File: config.mk
export PLATFORM = sky130hd
export DESIGN_NAME = modulo_decodificador_bcd_rolhas
export DESIGN_NICKNAME = d
export VERILOG_FILES = /design/src/rtl/modulo_decodificador_bcd_rolhas.sv
export SDC_FILE = /design/constraint.sdc
export NUM_CORES = 1
export LEC_CHECK = 0
export BUFFER_PORTS_ARGS = -buffer_cell sky130_fd_sc_hd__buf_2
export CAP_MARGIN = 10
export CORE_ASPECT_RATIO = 1.1
export CORE_MARGIN = 2
export CORE_UTILIZATION = 40
export DETAILED_ROUTE_END_ITERATION = 7
export HOLD_SLACK_MARGIN = 0.05
export REMOVE_ABC_BUFFERS = 1
export SLEW_MARGIN = 30
export SYNTH_ARGS = -nofsm -noshare
export SYNTH_HDL_FRONTEND = slang
export SYNTH_SLANG_ARGS = --single-unit
File: constraint.sdc
create_clock -name clk -period 3.4 [get_ports clk]
set_input_delay 0.17 -clock clk [delete_from_list [all_inputs] [get_ports clk]]
set_output_delay 0.17 -clock clk [all_outputs]
set_load 0.01 [all_outputs]
File: src/rtl/modulo_decodificador_bcd_rolhas.sv
// modulo_decodificador_bcd_rolhas: two-digit BCD cork count to binary via iterative +10 accumulation
module modulo_decodificador_bcd_rolhas #(
  parameter int W_SAIDA = 7
) (
  input  logic               clk,
  input  logic               rst,
  input  logic               start,
  input  logic [3:0]         reg_rd,
  input  logic [3:0]         reg_ru,
  output logic [W_SAIDA-1:0] reg_r,
  output logic               busy,
  output logic               done,
  output logic               erro
);
  typedef enum logic [1:0] {OCIOSO, SOMA, FIM} estado_t;
  estado_t    r_estado, w_prox;
  logic [3:0] r_cnt, w_cnt;
  logic [6:0] r_acc, w_acc;
  logic       w_inval, w_aceita;
  // next state, next counter and next accumulator; invalid digits skip straight to FIM with a zero result
  always_comb begin
    w_inval  = reg_rd > 4'd9 || reg_ru > 4'd9;
    w_aceita = r_estado == OCIOSO && start;
    w_prox   = r_estado;
    w_cnt    = r_cnt;
    w_acc    = r_acc;
    case (r_estado)
      OCIOSO: if (start) begin
        w_prox = (w_inval || reg_rd == 4'd0) ? FIM : SOMA;
        w_cnt  = w_inval ? 4'd0 : reg_rd;
        w_acc  = w_inval ? 7'd0 : {3'b000, reg_ru};
      end
      SOMA: begin
        w_prox = r_cnt == 4'd1 ? FIM : SOMA;
        w_cnt  = r_cnt - 4'd1;
        w_acc  = r_acc + 7'd10;
      end
      default: w_prox = OCIOSO;
    endcase
  end
  // state register
  always_ff @(posedge clk or posedge rst)
    if (rst) r_estado <= OCIOSO;
    else     r_estado <= w_prox;
  // datapath and registered outputs; reg_r is loaded only on entry to FIM so partial sums never show
  always_ff @(posedge clk or posedge rst)
    if (rst) begin
      r_cnt <= '0;
      r_acc <= '0;
      reg_r <= '0;
      busy  <= 1'b0;
      done  <= 1'b0;
      erro  <= 1'b0;
    end else begin
      r_cnt <= w_cnt;
      r_acc <= w_acc;
      busy  <= w_prox != OCIOSO;
      done  <= w_prox == FIM;
      if (w_prox == FIM) reg_r <= W_SAIDA'(w_acc);
      if (w_aceita) erro <= w_inval;
    end
endmodule

==> report_table.html <==
<table>
<tr><th>Metric</th><th>Value</th></tr>
<tr><th colspan="2">Critical path</th></tr>
<tr><td>RR Startpoint</td><td>r_cnt[0]$_DFFE_PP0P_</td></tr>
<tr><td>Gate family responsible for the most delay along the worst path</td><td>compound AO/OA/AOI/OAI gates</td></tr>
<tr><td>R2r endpoint</td><td>reg_r[0]$_DFFE_PP0N_</td></tr>
<tr><td>Buf/Inv on CP</td><td>0</td></tr>
<tr><td>Setup crit end</td><td>reg_r[0]$_DFFE_PP0N_</td></tr>
<tr><td>R2R depth</td><td>5</td></tr>
<tr><td>Setup CP Type</td><td>flip-flop to flip-flop</td></tr>
<tr><td>Crit path required time</td><td>3600 ps</td></tr>
<tr><td>Slowest cell on the critical path</td><td>sky130_fd_sc_hd__dfrtp_1</td></tr>
<tr><td>Startpoint types</td><td>flip-flop</td></tr>
<tr><td>Worst path arrival time</td><td>2020 ps</td></tr>
<tr><td>Max Fanout on Critical Path</td><td>9</td></tr>
<tr><td>Peak per-stage delay on the critical path</td><td>440 ps</td></tr>
<tr><td>WP depth</td><td>5</td></tr>
<tr><td>Critical-path cell list</td><td>ha_1 &gt; nor3b_1 &gt; a22o_1 &gt; a21oi_4 &gt; mux2_2</td></tr>
<tr><td>Worst setup path start</td><td>r_cnt[0]$_DFFE_PP0P_</td></tr>
<tr><td>FF-to-FF setup slack</td><td>1590 ps</td></tr>
<tr><td>Kind of end point of the critical path</td><td>flip-flop</td></tr>
<tr><th colspan="2">Route</th></tr>
<tr><td>First-pass detailed-route iteration total</td><td>4</td></tr>
<tr><td>DRC violations left</td><td>0</td></tr>
<tr><td>Number of DRC markers in iteration 0</td><td>19</td></tr>
<tr><td>Detail-routed via count per cell</td><td>5.25</td></tr>
<tr><td>Remaining antenna violation count after routing</td><td>0</td></tr>
<tr><td>Wire length per cell after detailed routing</td><td>13.7 µm</td></tr>
<tr><td>Post-detailed-routing wire length</td><td>2080 µm</td></tr>
<tr><td>Via count of the routed design</td><td>798</td></tr>
<tr><th colspan="2">Logic synthesis</th></tr>
<tr><td>Post-synthesis cell type with the largest combined area</td><td>sky130_fd_sc_hd__dfrtp_1</td></tr>
<tr><td>Fraction of the yosys area taken by sequential cells</td><td>0.515</td></tr>
<tr><td>Warning count from the yosys run</td><td>0</td></tr>
<tr><td>Biggest area contributors in the synthesized netlist</td><td>sky130_fd_sc_hd__dfrtp_1 52%, sky130_fd_sc_hd__mux2_2 7.1%, sky130_fd_sc_hd__a221o_1 3.6%</td></tr>
<tr><td>Number of library cell types mapped by synthesis</td><td>33</td></tr>
<tr><td>Number of cells produced by synthesis</td><td>95</td></tr>
<tr><td>Number of synthesized register bits</td><td>23</td></tr>
<tr><td>Yosys top cell area share</td><td>0.515</td></tr>
<tr><td>Post-Syn Area</td><td>0.00112 mm²</td></tr>
<tr><td>Average cell area after synthesis</td><td>11.8 µm²</td></tr>
<tr><th colspan="2">Clock network</th></tr>
<tr><td>Number of buffers created by CTS</td><td>3</td></tr>
<tr><td>TritonCTS clock tree</td><td>built</td></tr>
<tr><td>Clock net sink count</td><td>23</td></tr>
<tr><td>Master cell of the clock root buffer</td><td>sky130_fd_sc_hd__clkbuf_4</td></tr>
<tr><td>Postcts setup bufs</td><td>0</td></tr>
<tr><td>Clock transition at the registers of the reported paths</td><td>140 ps</td></tr>
<tr><td>Maximum root-to-sink buffer count</td><td>2</td></tr>
<tr><td>H-tree depth reported by CTS</td><td>1</td></tr>
<tr><td>Clock network latency to the later pin of the worst-skew pair</td><td>320 ps</td></tr>
<tr><th colspan="2">Die</th></tr>
<tr><td>Starting Density</td><td>0.413</td></tr>
<tr><td>Die width</td><td>54.4 µm</td></tr>
<tr><td>Die Area</td><td>0.00323 mm²</td></tr>
<tr><td>Num ports</td><td>21</td></tr>
<tr><td>Area of the core</td><td>0.00270 mm²</td></tr>
<tr><td>Die Height</td><td>59.4 µm</td></tr>
<tr><td>Number of rows created at floorplan</td><td>20</td></tr>
<tr><th colspan="2">STA</th></tr>
<tr><td>Slew @ Worst Pin</td><td>488 ps</td></tr>
<tr><td>Achievable Freq</td><td>551 MHz</td></tr>
<tr><td>Fin. max-slew vios</td><td>0</td></tr>
<tr><td>Unrepaired setup endpoints after global routing</td><td>false</td></tr>
<tr><td>Number of endpoints with negative hold slack in the final report</td><td>0</td></tr>
<tr><td>TNS Setup</td><td>0 ps</td></tr>
<tr><td>Minimum clock period after layout</td><td>1810 ps</td></tr>
<tr><td>Clock Skew</td><td>13.7 ps</td></tr>
<tr><td>Final setup slack of the worst path</td><td>1590 ps</td></tr>
<tr><td>Final critical-path share of the clock period</td><td>0.534</td></tr>
<tr><td>Number of setup violations in the final report</td><td>0</td></tr>
<tr><td>Worst slew margin</td><td>0.674</td></tr>
<tr><th colspan="2">Final layout</th></tr>
<tr><td>Area taken by multi-input logic gates</td><td>500 µm²</td></tr>
<tr><td>Diodes inserted</td><td>0</td></tr>
<tr><td>FF/Latch Area</td><td>576 µm²</td></tr>
<tr><td>Filler Cells Inserted</td><td>258</td></tr>
<tr><td>Number of nets at the end of the flow</td><td>134</td></tr>
<tr><td>Util after Layout</td><td>0.476</td></tr>
<tr><td>Layout-stage area growth over the synthesis result</td><td>15.2%</td></tr>
<tr><td>Final cell count without fillers</td><td>152</td></tr>
<tr><td>Ratio of cells with drive above 1 in the final layout</td><td>0.319</td></tr>
<tr><th colspan="2">GRT</th></tr>
<tr><td>Via count of the first global-routing pass</td><td>774</td></tr>
<tr><td>Pin count of the biggest net entering global routing</td><td>24</td></tr>
<tr><td>Total global routing overflow</td><td>0</td></tr>
<tr><td>Overall routing resource usage</td><td>0.155</td></tr>
<tr><td>Global-route wire length before repair</td><td>3590 µm</td></tr>
<tr><td>Initial antenna violation count</td><td>0</td></tr>
<tr><th colspan="2">Placed design</th></tr>
<tr><td>Number of placed cells counting well taps</td><td>147</td></tr>
<tr><td>Pre-CTS WS</td><td>1590 ps</td></tr>
<tr><td>GP Congestion</td><td>0.702</td></tr>
<tr><td>Placed wire-length estimate</td><td>1550 µm</td></tr>
<tr><td>Number of port buffers</td><td>20</td></tr>
<tr><th colspan="2">Power and ir drop</th></tr>
<tr><td>Peak supply drop</td><td>0.464 mV</td></tr>
<tr><td>Leakage power</td><td>0.628 nW</td></tr>
<tr><td>Power density relative to cell area</td><td>787 mW/mm²</td></tr>
<tr><th colspan="2">Flow run</th></tr>
<tr><td>Max-Cap Viols</td><td>0</td></tr>
<tr><th colspan="2">Hold path</th></tr>
<tr><td>Type of the tightest min-delay check</td><td>primary input to flip-flop</td></tr>
<tr><th colspan="2">Status</th></tr>
<tr><td>Outcome</td><td>complete, no violations</td></tr>
</table>
==> state kept, by name, summed over array words and instances, names as in the netlist <==
| register | cells |
|---|---|
| done | 1 |
| busy | 1 |
| r_estado | 2 |
| r_acc | 7 |
| reg_r | 7 |
| r_cnt | 4 |
| erro | 1 |
==> routing by layer <==
| metal | global-route usage | share of wire | vias to the layer above |
|---|---|---|---|
| met4 | 0.0536 | 0.014 | 0 |
| met5 | 0 | 0 | - |
| met2 | 0.234 | 0.43 | 20 |
| li1 | - | - | 393 |
| met3 | 0.0227 | 0.048 | 4 |
| met1 | 0.225 | 0.50 | 381 |
==> placed cells by master (no fill, tap or decap), drive strengths merged <==
master	count
inv	8
mux2	7
o21ai	6
nand2	6
mux2i	2
or3	1
a22o	1
nor4	1
o22ai	1
nor2b	3
a211o	1
o41ai	1
a311oi	1
o21bai	1
nand3	1
o311ai	1
dfrtp	23
ha	3
or3b	1
clkinvlp	1
o211ai	2
nor3b	2
nor3	2
o31ai	1
buf	20
a221o	4
a22oi	1
a21oi	2
nor2	8
clkbuf	3
dlygate4sd3	1
nand2b	2
o221ai	1
==> stage by stage <==
step,hold WS [ps],area [µm²],total power [mW]
after global placement,388,1250,0.880
after CTS,98.7,1290,1.03
after floorplan,172,1110,0.764
final,99.2,1290,1.01
after global routing,99.9,1290,1.10
after detailed placement,395,1250,0.892
==> kinds of logic (layout without fill, tap and decap cells) <==
| logic type | after synthesis | count (layout) | synth area share |
|---|---|---|---|
| AND/OR/NAND/NOR | 27 | 27 | 0.136 |
| buffers and inverters | 9 | 33 | 0.0370 |
| multiplexers | 9 | 9 | 0.0885 |
| AO/OA/AOI/OAI | 24 | 24 | 0.190 |
| flip-flops | 23 | 23 | 0.515 |
| adder cells (fa/ha/maj) | 3 | 3 | 0.0336 |
==> cells in the mapped netlist <==
| master | n |
|---|---|
| sky130_fd_sc_hd__a311oi_1 | 1 |
| sky130_fd_sc_hd__a21oi_4 | 1 |
| sky130_fd_sc_hd__nor3b_1 | 1 |
| sky130_fd_sc_hd__ha_1 | 3 |
| sky130_fd_sc_hd__nand2_1 | 6 |
| sky130_fd_sc_hd__a22oi_1 | 1 |
| sky130_fd_sc_hd__nor2b_1 | 2 |
| sky130_fd_sc_hd__or3_1 | 1 |
| sky130_fd_sc_hd__o311ai_4 | 1 |
| sky130_fd_sc_hd__o31ai_1 | 1 |
| sky130_fd_sc_hd__o21bai_1 | 1 |
| sky130_fd_sc_hd__o41ai_2 | 1 |
| sky130_fd_sc_hd__nor3_1 | 2 |
| sky130_fd_sc_hd__a221o_1 | 4 |
| sky130_fd_sc_hd__nand2b_1 | 2 |
| sky130_fd_sc_hd__a21oi_1 | 1 |
| sky130_fd_sc_hd__mux2i_1 | 2 |
| sky130_fd_sc_hd__mux2_2 | 7 |
| sky130_fd_sc_hd__buf_6 | 1 |
| sky130_fd_sc_hd__o22ai_1 | 1 |
| sky130_fd_sc_hd__nor2_1 | 8 |
| sky130_fd_sc_hd__dfrtp_1 | 23 |
| sky130_fd_sc_hd__nor2b_2 | 1 |
| sky130_fd_sc_hd__o221ai_1 | 1 |
| sky130_fd_sc_hd__nand3_1 | 1 |
| sky130_fd_sc_hd__nor4_1 | 1 |
| sky130_fd_sc_hd__a211o_1 | 1 |
| sky130_fd_sc_hd__inv_1 | 8 |
| sky130_fd_sc_hd__or3b_4 | 1 |
| sky130_fd_sc_hd__nor3b_4 | 1 |
| sky130_fd_sc_hd__a22o_1 | 1 |
| sky130_fd_sc_hd__o21ai_0 | 6 |
| sky130_fd_sc_hd__o211ai_1 | 2 |
==> worst min path at each step <==
stage	start	to	slack, ps	cells past startpoint
after floorplan	rst	busy$_DFF_PP0_	170	1
after global placement	rst	done$_DFF_PP0_	390	2
after detailed placement	rst	done$_DFF_PP0_	400	2
after CTS	reg_rd[3]	r_cnt[3]$_DFFE_PP0P_	100	2
after global routing	reg_rd[3]	r_cnt[3]$_DFFE_PP0P_	100	2
final	reg_rd[3]	r_cnt[3]$_DFFE_PP0P_	100	2
==> what timing repair did <==
| action | 4_1_cts | 5_1_grt |
|---|---|---|
| hold buffers | 1 | 0 |
| endpoints found under the hold margin | 14 | 0 |
| gates resized for setup | 0 | 0 |
==> area by class of cell <==
type | instances | share of cell area
sequential | 23 | 0.447
multi-input combinational | 63 | 0.389
timing repair buffer | 21 | 0.0855
tap | 33 | 0.0321
inverter | 8 | 0.0233
clock buffer | 3 | 0.0175
clock inverter | 1 | 0.00583
==> report_power, final <==
| part | switching, mW | internal [mW] |
|---|---|---|
| clock network | 0.0854 | 0.0449 |
| registers | 0.0866 | 0.377 |
| logic | 0.224 | 0.195 |
No activity file was read; power rests on OpenSTA's default activity.
